`src/rtl/request_unit.sv`:
```
// rtl/request_unit.sv - memory request sequencer between the cache ports and the decode/control stage
module request_unit #(
  parameter int ADDR_W = 32,
  parameter int WORD_W = 32
) (
  input  logic              CLK,
  input  logic              nRST,
  input  logic [ADDR_W-1:0] pc,
  input  logic              ihit,
  input  logic [WORD_W-1:0] imemload,
  output logic              imemREN,
  output logic [ADDR_W-1:0] imemaddr,
  output logic [WORD_W-1:0] instr,
  output logic              instr_valid,
  input  logic              dmem_rd_req,
  input  logic              dmem_wr_req,
  input  logic [ADDR_W-1:0] dmem_addr,
  input  logic [WORD_W-1:0] dmem_wdat,
  input  logic              dhit,
  input  logic [WORD_W-1:0] dmemload,
  output logic              dREN,
  output logic              dWEN,
  output logic [ADDR_W-1:0] dmemaddr,
  output logic [WORD_W-1:0] dmemstore,
  output logic [WORD_W-1:0] rdat,
  output logic              pc_en,
  input  logic              halt_in,
  output logic              halt,
  output logic [31:0]       retired
);

  typedef enum logic [2:0] {
    IDLE   = 3'd0,
    FETCH  = 3'd1,
    EXEC   = 3'd2,
    MEM    = 3'd3,
    WB     = 3'd4,
    HALTED = 3'd5
  } state_t;

  state_t state, next_state;
  logic   op_wr;

  always_ff @(posedge CLK or negedge nRST) begin
    if (!nRST) begin
      state     <= IDLE;
      instr     <= '0;
      rdat      <= '0;
      dmemaddr  <= '0;
      dmemstore <= '0;
      retired   <= '0;
      halt      <= 1'b0;
      op_wr     <= 1'b0;
    end else begin
      state <= next_state;
      case (state)
        FETCH: if (ihit) instr <= imemload;
        EXEC: begin
          if (halt_in) begin
            halt <= 1'b1;
          end else if (dmem_rd_req || dmem_wr_req) begin
            dmemaddr  <= dmem_addr;
            dmemstore <= dmem_wdat;
            // a request flagged as both read and write is treated as a store
            op_wr     <= dmem_wr_req;
          end else begin
            retired <= retired + 32'd1;
          end
        end
        MEM: if (dhit && !op_wr) rdat <= dmemload;
        WB:  retired <= retired + 32'd1;
        default: ;
      endcase
    end
  end

  always_comb begin
    next_state  = state;
    imemREN     = 1'b0;
    imemaddr    = '0;
    instr_valid = 1'b0;
    dREN        = 1'b0;
    dWEN        = 1'b0;
    pc_en       = 1'b0;
    case (state)
      IDLE: next_state = FETCH;
      FETCH: begin
        imemREN  = 1'b1;
        imemaddr = pc;
        if (ihit) next_state = EXEC;
      end
      EXEC: begin
        instr_valid = 1'b1;
        if (halt_in) begin
          next_state = HALTED;
        end else if (dmem_rd_req || dmem_wr_req) begin
          next_state = MEM;
        end else begin
          pc_en      = 1'b1;
          next_state = FETCH;
        end
      end
      MEM: begin
        dREN = !op_wr;
        dWEN = op_wr;
        if (dhit) next_state = WB;
      end
      WB: begin
        instr_valid = 1'b1;
        pc_en       = 1'b1;
        next_state  = FETCH;
      end
      HALTED: next_state = HALTED;
      default: next_state = IDLE;
    endcase
  end

endmodule
```
`config.mk`:
```
export PLATFORM = sky130hd
export DESIGN_NAME = request_unit
export DESIGN_NICKNAME = d
export VERILOG_FILES = /design/src/rtl/request_unit.sv
export SDC_FILE = /design/constraint.sdc
export NUM_CORES = 1
export LEC_CHECK = 0
export BUFFER_PORTS_ARGS = -buffer_cell sky130_fd_sc_hd__buf_2
export CAP_MARGIN = 20
export CORE_AREA = 2 2 140 142
export DETAILED_ROUTE_END_ITERATION = 16
export DIE_AREA = 0 0 142 144
export PLACE_DENSITY = 0.69
export SYNTH_ARGS = -nofsm -noshare
export SYNTH_HDL_FRONTEND = slang
export SYNTH_SLANG_ARGS = --single-unit
```
`constraint.sdc`:
```
create_clock -name CLK -period 1.92 [get_ports CLK]
set_input_delay 0.192 -clock CLK [delete_from_list [all_inputs] [get_ports CLK]]
set_output_delay 0.192 -clock CLK [all_outputs]
set_load 0.05 [all_outputs]
```
==> impl_metrics.toml <==
[global_routing]
met1_usage = 0.211
use_met3 = 0.0646
grt_use_met2 = 0.353
grt_pass1_wl_um = 30700
grt_pass1_vias = 5966
grt_use_total = 0.193
overflow = 0
grt.busiest_layer = "met2"
grt_start_max_net_pins = 50
antenna_found_initial = 2

[final_layout]
final_cell_area_mm2 = 0.0113
synthToLayoutAreaGrowth_pct = 66.3
fill_cells = 1466
final_cell_mix = "buf_2 (328), dfrtp_1 (162), mux2_2 (124)"
nNetsFinal = 1141
final_common_cell = "buf_2"
final_layout_size_suffix_gt1_frac = 0.597
regArea_mm2 = 0.00413
multi_input_area_mm2 = 0.00263
fin_util = 0.594
final_cells = 1226

[die]
die_x_um = 142
ios = 365
rows = 51
initial_utilization = 0.357
coreArea_mm2 = 0.0191
dieArea_mm2 = 0.0204
chipHeight_um = 144

[critical_path]
startpoint = "state[2]"
worstRegToRegCells = 5
r2r_end = "dmemstore[27]"
crit_end = "imemaddr[23]"
crit_path_max_fanout = 9
worst_ep_arrival_time_ns = 1.78
crit_type = "register to output port"
reg2reg_from = "state[1]"
crit_path_start_kind = "register"
crit_required_ns = 1.73
r2r_slack_ns = 0
end_kind = "output port"

[clock_network]
cts_sinks = 165
clk_latency_ns = 0.42
cts_tree = "done"
clk_path_buf_depth = 2
clk_transition_reported_paths_ns = 0.07
numCtsBuffers = 17
htree_num_levels = 4
clock-root-buffer = "clkbuf_16"

[sta]
tightest_slew_ns = 0.495
drv_slew = 0
relSlewSlack = 0.670
timing.final.ws_setup_ns = -0.0559
timing.final.crit_share = 1.03
max_freq_ghz = 0.506
setup_viol = 32
skew_ns = 0.00934
rsz0062_at_grt = "yes"
period_needed_ns = 1.98
finalHoldViolations = 0

[routing]
routedWlPerCell_um = 17.0
drc = 0
antenna_left = 0
drt_iter0_drc = 167
firstDrtPassIters = 4
viasPerCell = 4.65
wl_um = 20900
num_vias = 5696

[power_and_ir_drop]
power_frac_seq = 0.270
p_clk_frac = 0.164
max-vdd-ir-drop_v = 0.00143
pwr_density_cell_mw_per_mm2 = 1860
p_leak_nw = 5.65
p_sw_frac = 0.491
p_switching_w = 0.0104
pwr-share-comb = 0.566
total_power_w = 0.0211
internal_power_w = 0.0107

[logic_synthesis]
ys_ff_latch = 165
synth.avg_cell_area_um2 = 14.5
netlist_area_mm2 = 0.00681
yosys_warnings = 0
synth_nets = 638
syn_inst = 470
synth_seq_area_share = 0.606
synth_cell_type_count = 40

[placement]
dp.cells = 1067
dp_hpwl_um = 13500
placed_cell_area_mm2 = 0.00904
io_buffers = 364
post-place-ws_ns = 0.0926
gp_congestion = 0.754

[job]
cap_viol_max_count = 0

[run_status]
violations = "setup timing"
run_status = "finished, violations left"

[hold_path]
worst_hold_path_type = "primary input to register"
## synth_stat cells
master | count | share of area
nor2b_1 | 2 | 0.0018
xor2_1 | 15 | 0.019
nand3_1 | 11 | 0.0081
buf_4 | 7 | 0.0077
or2_2 | 3 | 0.0028
nor2_1 | 11 | 0.0061
dfrtp_1 | 165 | 0.61
nor4_4 | 2 | 0.0062
inv_1 | 7 | 0.0039
nor3_1 | 4 | 0.0029
o21bai_1 | 1 | 0.0011
ha_1 | 1 | 0.0018
o2bb2ai_2 | 1 | 0.0022
and2b_4 | 1 | 0.0015
clkbuf_2 | 1 | 0.00073
o22ai_1 | 1 | 0.00092
buf_6 | 2 | 0.0033
a21o_1 | 1 | 0.0011
a22o_1 | 2 | 0.0026
nor4_1 | 1 | 0.00092
nor3b_1 | 1 | 0.0011
nand2_1 | 8 | 0.0044
mux2_2 | 124 | 0.20
nor4_2 | 1 | 0.0018
mux2_1 | 6 | 0.0099
buf_2 | 7 | 0.0051
xnor2_1 | 16 | 0.021
nand4_4 | 1 | 0.0031
and4_1 | 2 | 0.0026
and3_1 | 5 | 0.0046
o21ai_0 | 1 | 0.00073
clkbuf_1 | 3 | 0.0017
nor4b_4 | 1 | 0.0035
nand4_1 | 9 | 0.0083
a21oi_1 | 2 | 0.0015
nand2_8 | 1 | 0.0029
nor3_2 | 5 | 0.0073
nand2b_1 | 2 | 0.0018
a22oi_1 | 1 | 0.0011
and2_1 | 35 | 0.032
## metal layers
metal  vias to the layer above  wire length [µm]
li1                       2642                 -
met3                        28              1380
met4                         0               450
met2                       228             11300
met1                      2798              7720
met5                         -                 0
## registers in the layout, indices dropped and copies added, names as in the netlist
| signal | flops |
|---|---|
| retired | 32 |
| rdat | 32 |
| instr | 32 |
| op_wr | 1 |
| dmemaddr | 32 |
| state | 3 |
| halt | 1 |
| dmemstore | 32 |
## how the worst min path moves through the flow
stage	depth (start not counted)	start	end	slack (ns)
6_report	2	imemload[30]	instr[30]	0.02
3_3_place_gp	1	nRST	retired[18]	0.18
4_1_cts	2	dmem_addr[9]	dmemaddr[9]	0.0005
3_5_place_dp	1	nRST	retired[18]	0.18
2_1_floorplan	0	nRST	dmemaddr[0]	-0.10
5_1_grt	2	imemload[30]	instr[30]	0.00007
## power by group through the flow
stage                     clock network [W]  logic (W)  registers, W
after floorplan                           0    0.00316        0.0106
after CTS                           0.00355     0.0114       0.00565
final                               0.00346     0.0119       0.00569
after global routing                0.00371     0.0124       0.00587
after global placement                    0     0.0106       0.00564
after detailed placement                  0     0.0107       0.00568
## area by class of cell
class | instances | area share
Tap cell | 238 | 0.0263
Multi-Input combinational cell | 278 | 0.232
Timing Repair Buffer | 504 | 0.322
Sequential cell | 165 | 0.365
Clock inverter | 13 | 0.0129
Clock buffer | 19 | 0.0400
Inverter | 7 | 0.00232
Antenna cell | 2 | 0.000442
## cells by family after synthesis
kind of cell | count (synthesis) | share of synthesized area
muxes | 130 | 0.215
buffers and inverters | 27 | 0.0224
and+or+nand+nor | 106 | 0.104
xor gates and xnor gates | 31 | 0.0398
DFF | 165 | 0.606
AOI/OAI and AO/OA | 10 | 0.0112
adders and majority gates | 1 | 0.00184
## worst max-delay path, stage by stage, from the launching register on
cell and delay (ns):
dfrtp_1 0.39, buf_6 0.14, nor2b_4 0.11, and2b_4 0.24
clkbuf_16 0.18, and2_1 0.14, buf_6 0.16
## repair_timing
action | 4_1_cts | 5_1_grt
hold endpoints to repair | 155 | 3
gates resized for setup | 73 | 50
cloned | 1 | 4
hold buffers | 112 | 3
setup buffers | 3 | 2
pin swaps | 1 | 13
setup endpoints to repair | 34 | 69
## stage by stage
stage	TNS (ns)	hold slack (ns)
finish	-1.22	0.0171
global route	-6.64	0.0000698
CTS	-1.82	0.000499
detailed placement	0	0.176
global placement	0	0.184
floorplan	0	-0.104
(Power assumes the default switching activity.)
